$ cat config.mk
export PLATFORM = sky130hd
export DESIGN_NAME = conv_layer_scheduler_flat
export DESIGN_NICKNAME = d
export VERILOG_FILES = /design/src/rtl/conv_layer_scheduler_if.sv /design/src/rtl/conv_layer_scheduler.sv /design/src/flat_wrapper.sv
export SDC_FILE = /design/constraint.sdc
export NUM_CORES = 1
export LEC_CHECK = 0
export BUFFER_PORTS_ARGS = -buffer_cell sky130_fd_sc_hd__buf_4
export CORE_ASPECT_RATIO = 2
export CORE_MARGIN = 4
export CORE_UTILIZATION = 58
export DETAILED_ROUTE_END_ITERATION = 6
export PLACE_DENSITY = 0.9
export SLEW_MARGIN = 20
export SYNTH_ARGS = -nofsm -noshare
export SYNTH_HDL_FRONTEND = slang
export SYNTH_SLANG_ARGS = --single-unit
$ cat constraint.sdc
create_clock -name clk -period 5.3 [get_ports clk]
set_input_delay 1.06 -clock clk [delete_from_list [all_inputs] [get_ports clk]]
set_output_delay 1.06 -clock clk [all_outputs]
set_load 0.02 [all_outputs]
$ cat src/rtl/conv_layer_scheduler_if.sv
// Weight SRAM read port and conv engine handshake, as seen from the layer scheduler.
interface conv_layer_scheduler_if #(
    parameter int weight_bits = 3,
    parameter int addr_bits   = 9
);
    logic                   weight_rd_en;
    logic [addr_bits-1:0]   weight_rd_addr;
    logic [weight_bits-1:0] weight_rd_data;
    logic                   weight_data_valid;
    logic [weight_bits-1:0] weight_data;
    logic                   conv_start;
    logic                   conv_finish;
    logic                   conv_result_valid;

    modport master (
        output weight_rd_en, weight_rd_addr, weight_data_valid, weight_data, conv_start,
        input  weight_rd_data, conv_finish, conv_result_valid
    );

    modport slave (
        input  weight_rd_en, weight_rd_addr, weight_data_valid, weight_data, conv_start,
        output weight_rd_data, conv_finish, conv_result_valid
    );
endinterface

$ cat src/rtl/conv_layer_scheduler.sv
// Walks every kernel of one conv layer: loads its weights from SRAM into the engine,
// runs the engine until conv_finish and flags kernels with a wrong result count.
module conv_layer_scheduler #(
    parameter int weight_bits   = 3,
    parameter int kernel_size   = 5,
    parameter int pic_size      = 28,
    parameter int kernel_number = 4,
    parameter int channel       = 3,
    localparam int WPK = kernel_size * kernel_size * channel,
    localparam int WA  = $clog2(kernel_number * WPK),
    localparam int OUT = pic_size - kernel_size + 1,
    localparam int KW  = (kernel_number > 1) ? $clog2(kernel_number) : 1,
    localparam int RC  = $clog2(pic_size * pic_size + 1)
) (
    input  logic          clk,
    input  logic          rst_n,
    input  logic          layer_start,
    input  logic          layer_abort,
    output logic          layer_busy,
    output logic          layer_done,
    output logic [KW-1:0] kernel_idx,
    output logic          err_result,
    conv_layer_scheduler_if.master bus
);

    localparam int IW = (WPK > 1) ? $clog2(WPK) : 1;
    localparam logic [IW-1:0] LAST_I  = IW'(WPK - 1);
    localparam logic [KW-1:0] LAST_K  = KW'(kernel_number - 1);
    localparam logic [RC-1:0] RES_MAX = '1;
    localparam logic [RC-1:0] RES_EXP = RC'(OUT * OUT);

    typedef enum logic [2:0] {IDLE, LOAD_W, DRAIN, RUN, NEXT, DONE} state_t;

    state_t          state;
    logic [IW-1:0]   rd_cnt;
    logic [RC-1:0]   result_cnt;
    logic [RC-1:0]   next_cnt;
    logic            rd_en;
    logic [WA-1:0]   rd_addr;
    logic            data_valid;
    logic            conv_start;

    assign layer_busy            = (state != IDLE);
    assign bus.weight_rd_en      = rd_en;
    assign bus.weight_rd_addr    = rd_addr;
    assign bus.weight_data_valid = data_valid;
    assign bus.weight_data       = data_valid ? bus.weight_rd_data : '0;
    assign bus.conv_start        = conv_start;

    // Result count including a valid that arrives together with conv_finish.
    always_comb begin
        next_cnt = result_cnt;
        if (bus.conv_result_valid && result_cnt != RES_MAX) begin
            next_cnt = result_cnt + RC'(1);
        end
    end

    always_ff @(posedge clk or negedge rst_n) begin
        if (!rst_n) begin
            state      <= IDLE;
            rd_cnt     <= '0;
            result_cnt <= '0;
            rd_en      <= 1'b0;
            rd_addr    <= '0;
            data_valid <= 1'b0;
            conv_start <= 1'b0;
            layer_done <= 1'b0;
            kernel_idx <= '0;
            err_result <= 1'b0;
        end else if (state != IDLE && layer_abort) begin
            // Abort drops the read that is still in flight instead of forwarding it.
            state      <= IDLE;
            rd_en      <= 1'b0;
            data_valid <= 1'b0;
            conv_start <= 1'b0;
            layer_done <= 1'b0;
        end else begin
            data_valid <= rd_en;
            layer_done <= 1'b0;
            case (state)
                IDLE: begin
                    if (layer_start) begin
                        state      <= LOAD_W;
                        kernel_idx <= '0;
                        err_result <= 1'b0;
                        result_cnt <= '0;
                        rd_cnt     <= '0;
                        rd_addr    <= '0;
                        rd_en      <= 1'b1;
                    end
                end
                LOAD_W: begin
                    if (rd_cnt == LAST_I) begin
                        rd_en <= 1'b0;
                        state <= DRAIN;
                    end else begin
                        rd_cnt  <= rd_cnt + IW'(1);
                        rd_addr <= rd_addr + WA'(1);
                    end
                end
                DRAIN: begin
                    state      <= RUN;
                    conv_start <= 1'b1;
                end
                RUN: begin
                    result_cnt <= next_cnt;
                    if (bus.conv_finish) begin
                        conv_start <= 1'b0;
                        if (next_cnt != RES_EXP) begin
                            err_result <= 1'b1;
                        end
                        if (kernel_idx == LAST_K) begin
                            state      <= DONE;
                            layer_done <= 1'b1;
                        end else begin
                            state <= NEXT;
                        end
                    end
                end
                NEXT: begin
                    // Kernels sit back to back in SRAM, so the address simply continues.
                    kernel_idx <= kernel_idx + KW'(1);
                    result_cnt <= '0;
                    rd_cnt     <= '0;
                    rd_addr    <= rd_addr + WA'(1);
                    rd_en      <= 1'b1;
                    state      <= LOAD_W;
                end
                DONE: begin
                    state <= IDLE;
                end
                default: begin
                    state <= IDLE;
                end
            endcase
        end
    end

endmodule

$ cat src/flat_wrapper.sv
// flat-port wrapper written by rule: the top's interface ports become plain ports
module conv_layer_scheduler_flat 
#(
    parameter int weight_bits   = 3,
    parameter int kernel_size   = 5,
    parameter int pic_size      = 28,
    parameter int kernel_number = 4,
    parameter int channel       = 3,
    localparam int WPK = kernel_size * kernel_size * channel,
    localparam int WA  = $clog2(kernel_number * WPK),
    localparam int OUT = pic_size - kernel_size + 1,
    localparam int KW  = (kernel_number > 1) ? $clog2(kernel_number) : 1,
    localparam int RC  = $clog2(pic_size * pic_size + 1)
)
  (clk, rst_n, layer_start, layer_abort, layer_busy, layer_done, kernel_idx, err_result, bus_weight_rd_en, bus_weight_rd_addr, bus_weight_data_valid, bus_weight_data, bus_conv_start, bus_weight_rd_data, bus_conv_finish, bus_conv_result_valid);
  conv_layer_scheduler_if #(.weight_bits(weight_bits), .addr_bits(9)) bus_i ();
  input  logic clk;
  input  logic rst_n;
  input  logic layer_start;
  input  logic layer_abort;
  output logic layer_busy;
  output logic layer_done;
  output logic [KW-1:0] kernel_idx;
  output logic err_result;
  output wire logic [$bits(bus_i.weight_rd_en)-1:0] bus_weight_rd_en;
  output wire logic [$bits(bus_i.weight_rd_addr)-1:0] bus_weight_rd_addr;
  output wire logic [$bits(bus_i.weight_data_valid)-1:0] bus_weight_data_valid;
  output wire logic [$bits(bus_i.weight_data)-1:0] bus_weight_data;
  output wire logic [$bits(bus_i.conv_start)-1:0] bus_conv_start;
  input wire logic [$bits(bus_i.weight_rd_data)-1:0] bus_weight_rd_data;
  input wire logic [$bits(bus_i.conv_finish)-1:0] bus_conv_finish;
  input wire logic [$bits(bus_i.conv_result_valid)-1:0] bus_conv_result_valid;
  assign bus_weight_rd_en = bus_i.weight_rd_en;
  assign bus_weight_rd_addr = bus_i.weight_rd_addr;
  assign bus_weight_data_valid = bus_i.weight_data_valid;
  assign bus_weight_data = bus_i.weight_data;
  assign bus_conv_start = bus_i.conv_start;
  assign bus_i.weight_rd_data = bus_weight_rd_data;
  assign bus_i.conv_finish = bus_conv_finish;
  assign bus_i.conv_result_valid = bus_conv_result_valid;
  conv_layer_scheduler #(.weight_bits(weight_bits), .kernel_size(kernel_size), .pic_size(pic_size), .kernel_number(kernel_number), .channel(channel)) u_core (.clk(clk), .rst_n(rst_n), .layer_start(layer_start), .layer_abort(layer_abort), .layer_busy(layer_busy), .layer_done(layer_done), .kernel_idx(kernel_idx), .err_result(err_result), .bus(bus_i));
endmodule
==> flow_summary.toml <==
[detailed_routing]
final_antenna_net_count = 0
drc = 0
routed_wirelength_mm = 5.169
avgRoutedWirePerCell_um = 15.95
dr.first_iter.drc_count = 69
post_drt_via_cell_ratio = 6.275
dr.pass1.iters = 4
vias = 2033

[sta]
period_minus_slack_ps = 2577
worst_slew_pin_slew_ps = 552.7
hold_viol = 0
rsz0062_at_grt = "false"
fmax_mhz = 388.1
fin_ws_ps = 2723
period_share_pct = 48.61
slew_headroom_pct = 63.15
drv_slew = 0
clock_skew_ps = 4.263
finalSetupViolCount = 0
timing.hold.ws_ps = 483.2
setup_tns_ps = 0

[worst_setup_path]
path_class = "reg2out"
start_kind = "flop"
critPathRequiredTime_ps = 4240
worstPathArrival_ps = 1520
cp-end-kind = "primary output"
rrSetupSlack_ps = 3180
r2r_start = "u_core.result_cnt[0]"
reg2reg_to = "u_core.err_result"
rr_worst_depth = 6
crit_path_max_fanout = 19

[grt]
grt_overflow = 0
grt_pass1_wl_mm = 8.852
antenna_found_initial = 0
grt_usage_pct = 23.19
grt_max_degree = 37
grt_pass1_vias = 2004

[logic_synthesis]
synth_simple_gate_area_share_pct = 24.36
netlist_area_um2 = 2245
synth_fp_nets = 269
muxShareOfSynthArea_pct = 0.9476
ys_seq_area_share_pct = 40.13
synth-compound-area-share_pct = 25.36
avgSynthCellArea_um2 = 8.803
synth-async-reset-ratio_pct = 100.0
synth_fa_ha_area_share_pct = 2.787
synth_top_flop_cell = "dfrtp_1"
syn_inst = 255
yosysTopAreaCellShare_pct = 40.13
ys_seq_elements = 36
synth_xor_area_share_pct = 1.561
synth_top_cell_by_area = "dfrtp_1"
ys_types = 56
synth_area_leaders = "dfrtp_1 (40%), o21ai_0 (7.1%), a21oi_1 (3.3%)"
synth_top_family_by_area = "compound AO/OA/AOI/OAI gates"
ys_warn_count = 0
synth_edf_count = 0

[floorplanning]
io_pins = 29
initial_core_util_pct = 60.92
die_y_um = 95.98
die_width_um = 51.99
die_area_um2 = 4990
core_um2 = 3685
core.rowCount = 31

[cells_and_area]
area_delta_synth_final_pct = 12.60
final_nets = 288
fin_util_pct = 68.59
final_area_um2 = 2527
layout-drive-gt1-share_pct = 15.64
final_common_cell = "dfrtp_1"
final_cell_mix = "dfrtp_1 (36), o21ai_0 (32), buf_4 (28)"
n_antenna_cell = 0
finalNonFillerCells = 324

[pwr]
p_seq_share_pct = 43.2
switching_share_pct = 37.26
power_switching_uw = 310.0
p_int_uw = 521.9
ir_worst_vdd_mv = 0.2384
p_per_area_nw_per_um2 = 329.1
p_clk_share_pct = 24.3
leakage_nw = 1.110
power_uw = 831.9
pwr-share-comb_pct = 32.5

[place]
dp.cells = 316
placed_area_um2 = 2437
pre_cts_ws_ps = 2633
io_buffers = 28
dp_hpwl_mm = 3.760
gp_congestion = 0.8910

[clocking]
clk_path_buf_depth = 2
cts.clk_slew.worst_paths_ps = 70
numCtsBuffers = 5
htree_levels = 2
insertion_delay_ps = 290
cts.sinks = 36
cts_resized = 0
cts-root-buf = "clkbuf_8"
cts_tree = "built"
cts_hold_buf = 0
post_cts_buffers = 0

[worst_hold_path]
hold_start = "u_core.bus.weight_rd_addr[8]"
holdPathStages = 1
hp-class = "reg2reg"
hold_end = "u_core.bus.weight_rd_addr[8]"

[flow_run]
drv_cap = 0

[status]
status = "complete, no violations"
critical path, cell delays in order, from the launching register on:
cell and delay, ps:
dfrtp_1 570, or3_1 480, buf_4 180
state kept, by name, summed over array words and instances (netlist names):
register	count
u_core.bus.weight_rd_addr	9
u_core.state	3
u_core.bus.weight_rd_en	1
u_core.rd_cnt	7
u_core.err_result	1
u_core.kernel_idx	2
u_core.result_cnt	10
u_core.bus.conv_start	1
u_core.layer_done	1
u_core.bus.weight_data_valid	1
layer usage:
layer / vias to the layer above / GRT usage (%) / part of all wire, %
met4: 0 / 11.38 / 2.8
met3: 16 / 4.496 / 4.3
met1: 976 / 25.07 / 39
met2: 58 / 41.60 / 54
met5: - / 0 / 0
li1: 983 / - / -
layout make-up:
class / instances / area, um2
multi-input combinational: 195 / 1235
fill: 314 / 1157
sequential: 36 / 900.9
timing repair buffer: 28 / 210.2
clock buffer: 8 / 90.09
tap: 49 / 61.31
inverter: 8 / 30.03
worst max-delay path by stage:
stage / cells past startpoint / endpoint / start
2_1_floorplan: 1 / bus_weight_data[0] / bus_weight_rd_data[0]
3_3_place_gp: 6 / u_core.bus.weight_rd_addr[7] / layer_abort
6_report: 2 / layer_busy / u_core.state[1]
3_5_place_dp: 6 / u_core.bus.weight_rd_addr[3] / layer_abort
4_1_cts: 2 / layer_busy / u_core.state[1]
5_1_grt: 2 / layer_busy / u_core.state[1]
power by group through the flow:
stage / Sequential [mW] / Combinational (mW) / Clock [mW]
4_1_cts: 0.359 / 0.272 / 0.205
3_5_place_dp: 0.364 / 0.270 / 0
5_1_grt: 0.369 / 0.302 / 0.217
3_3_place_gp: 0.362 / 0.262 / 0
6_report: 0.360 / 0.270 / 0.202
2_1_floorplan: 0.368 / 0.178 / 0
cell usage after synthesis (all sizes together), types with 2 or more instances:
cell type,number
a31oi,6
nand2b,8
or3,6
clkbuf,11
and3,7
ha,5
a21oi,16
or2,3
o21ai,33
a211oi,4
buf,5
nand3,14
and2,7
xor2,3
nand2,14
nor2,16
nand4,6
nor3,2
a32o,2
inv,8
o21a,3
o22a,2
nor2b,3
and4,5
a21o,2
a22o,3
o31ai,4
dfrtp,36
kinds of logic after synthesis:
| kind of cell | count (synthesis) |
|---|---|
| buffers and inverters | 24 |
| DFF | 36 |
| muxes | 2 |
| and+or+nand+nor | 97 |
| adders and majority gates | 5 |
| xor gates and xnor gates | 4 |
| AOI/OAI and AO/OA | 87 |
(Power assumes the default switching activity.)
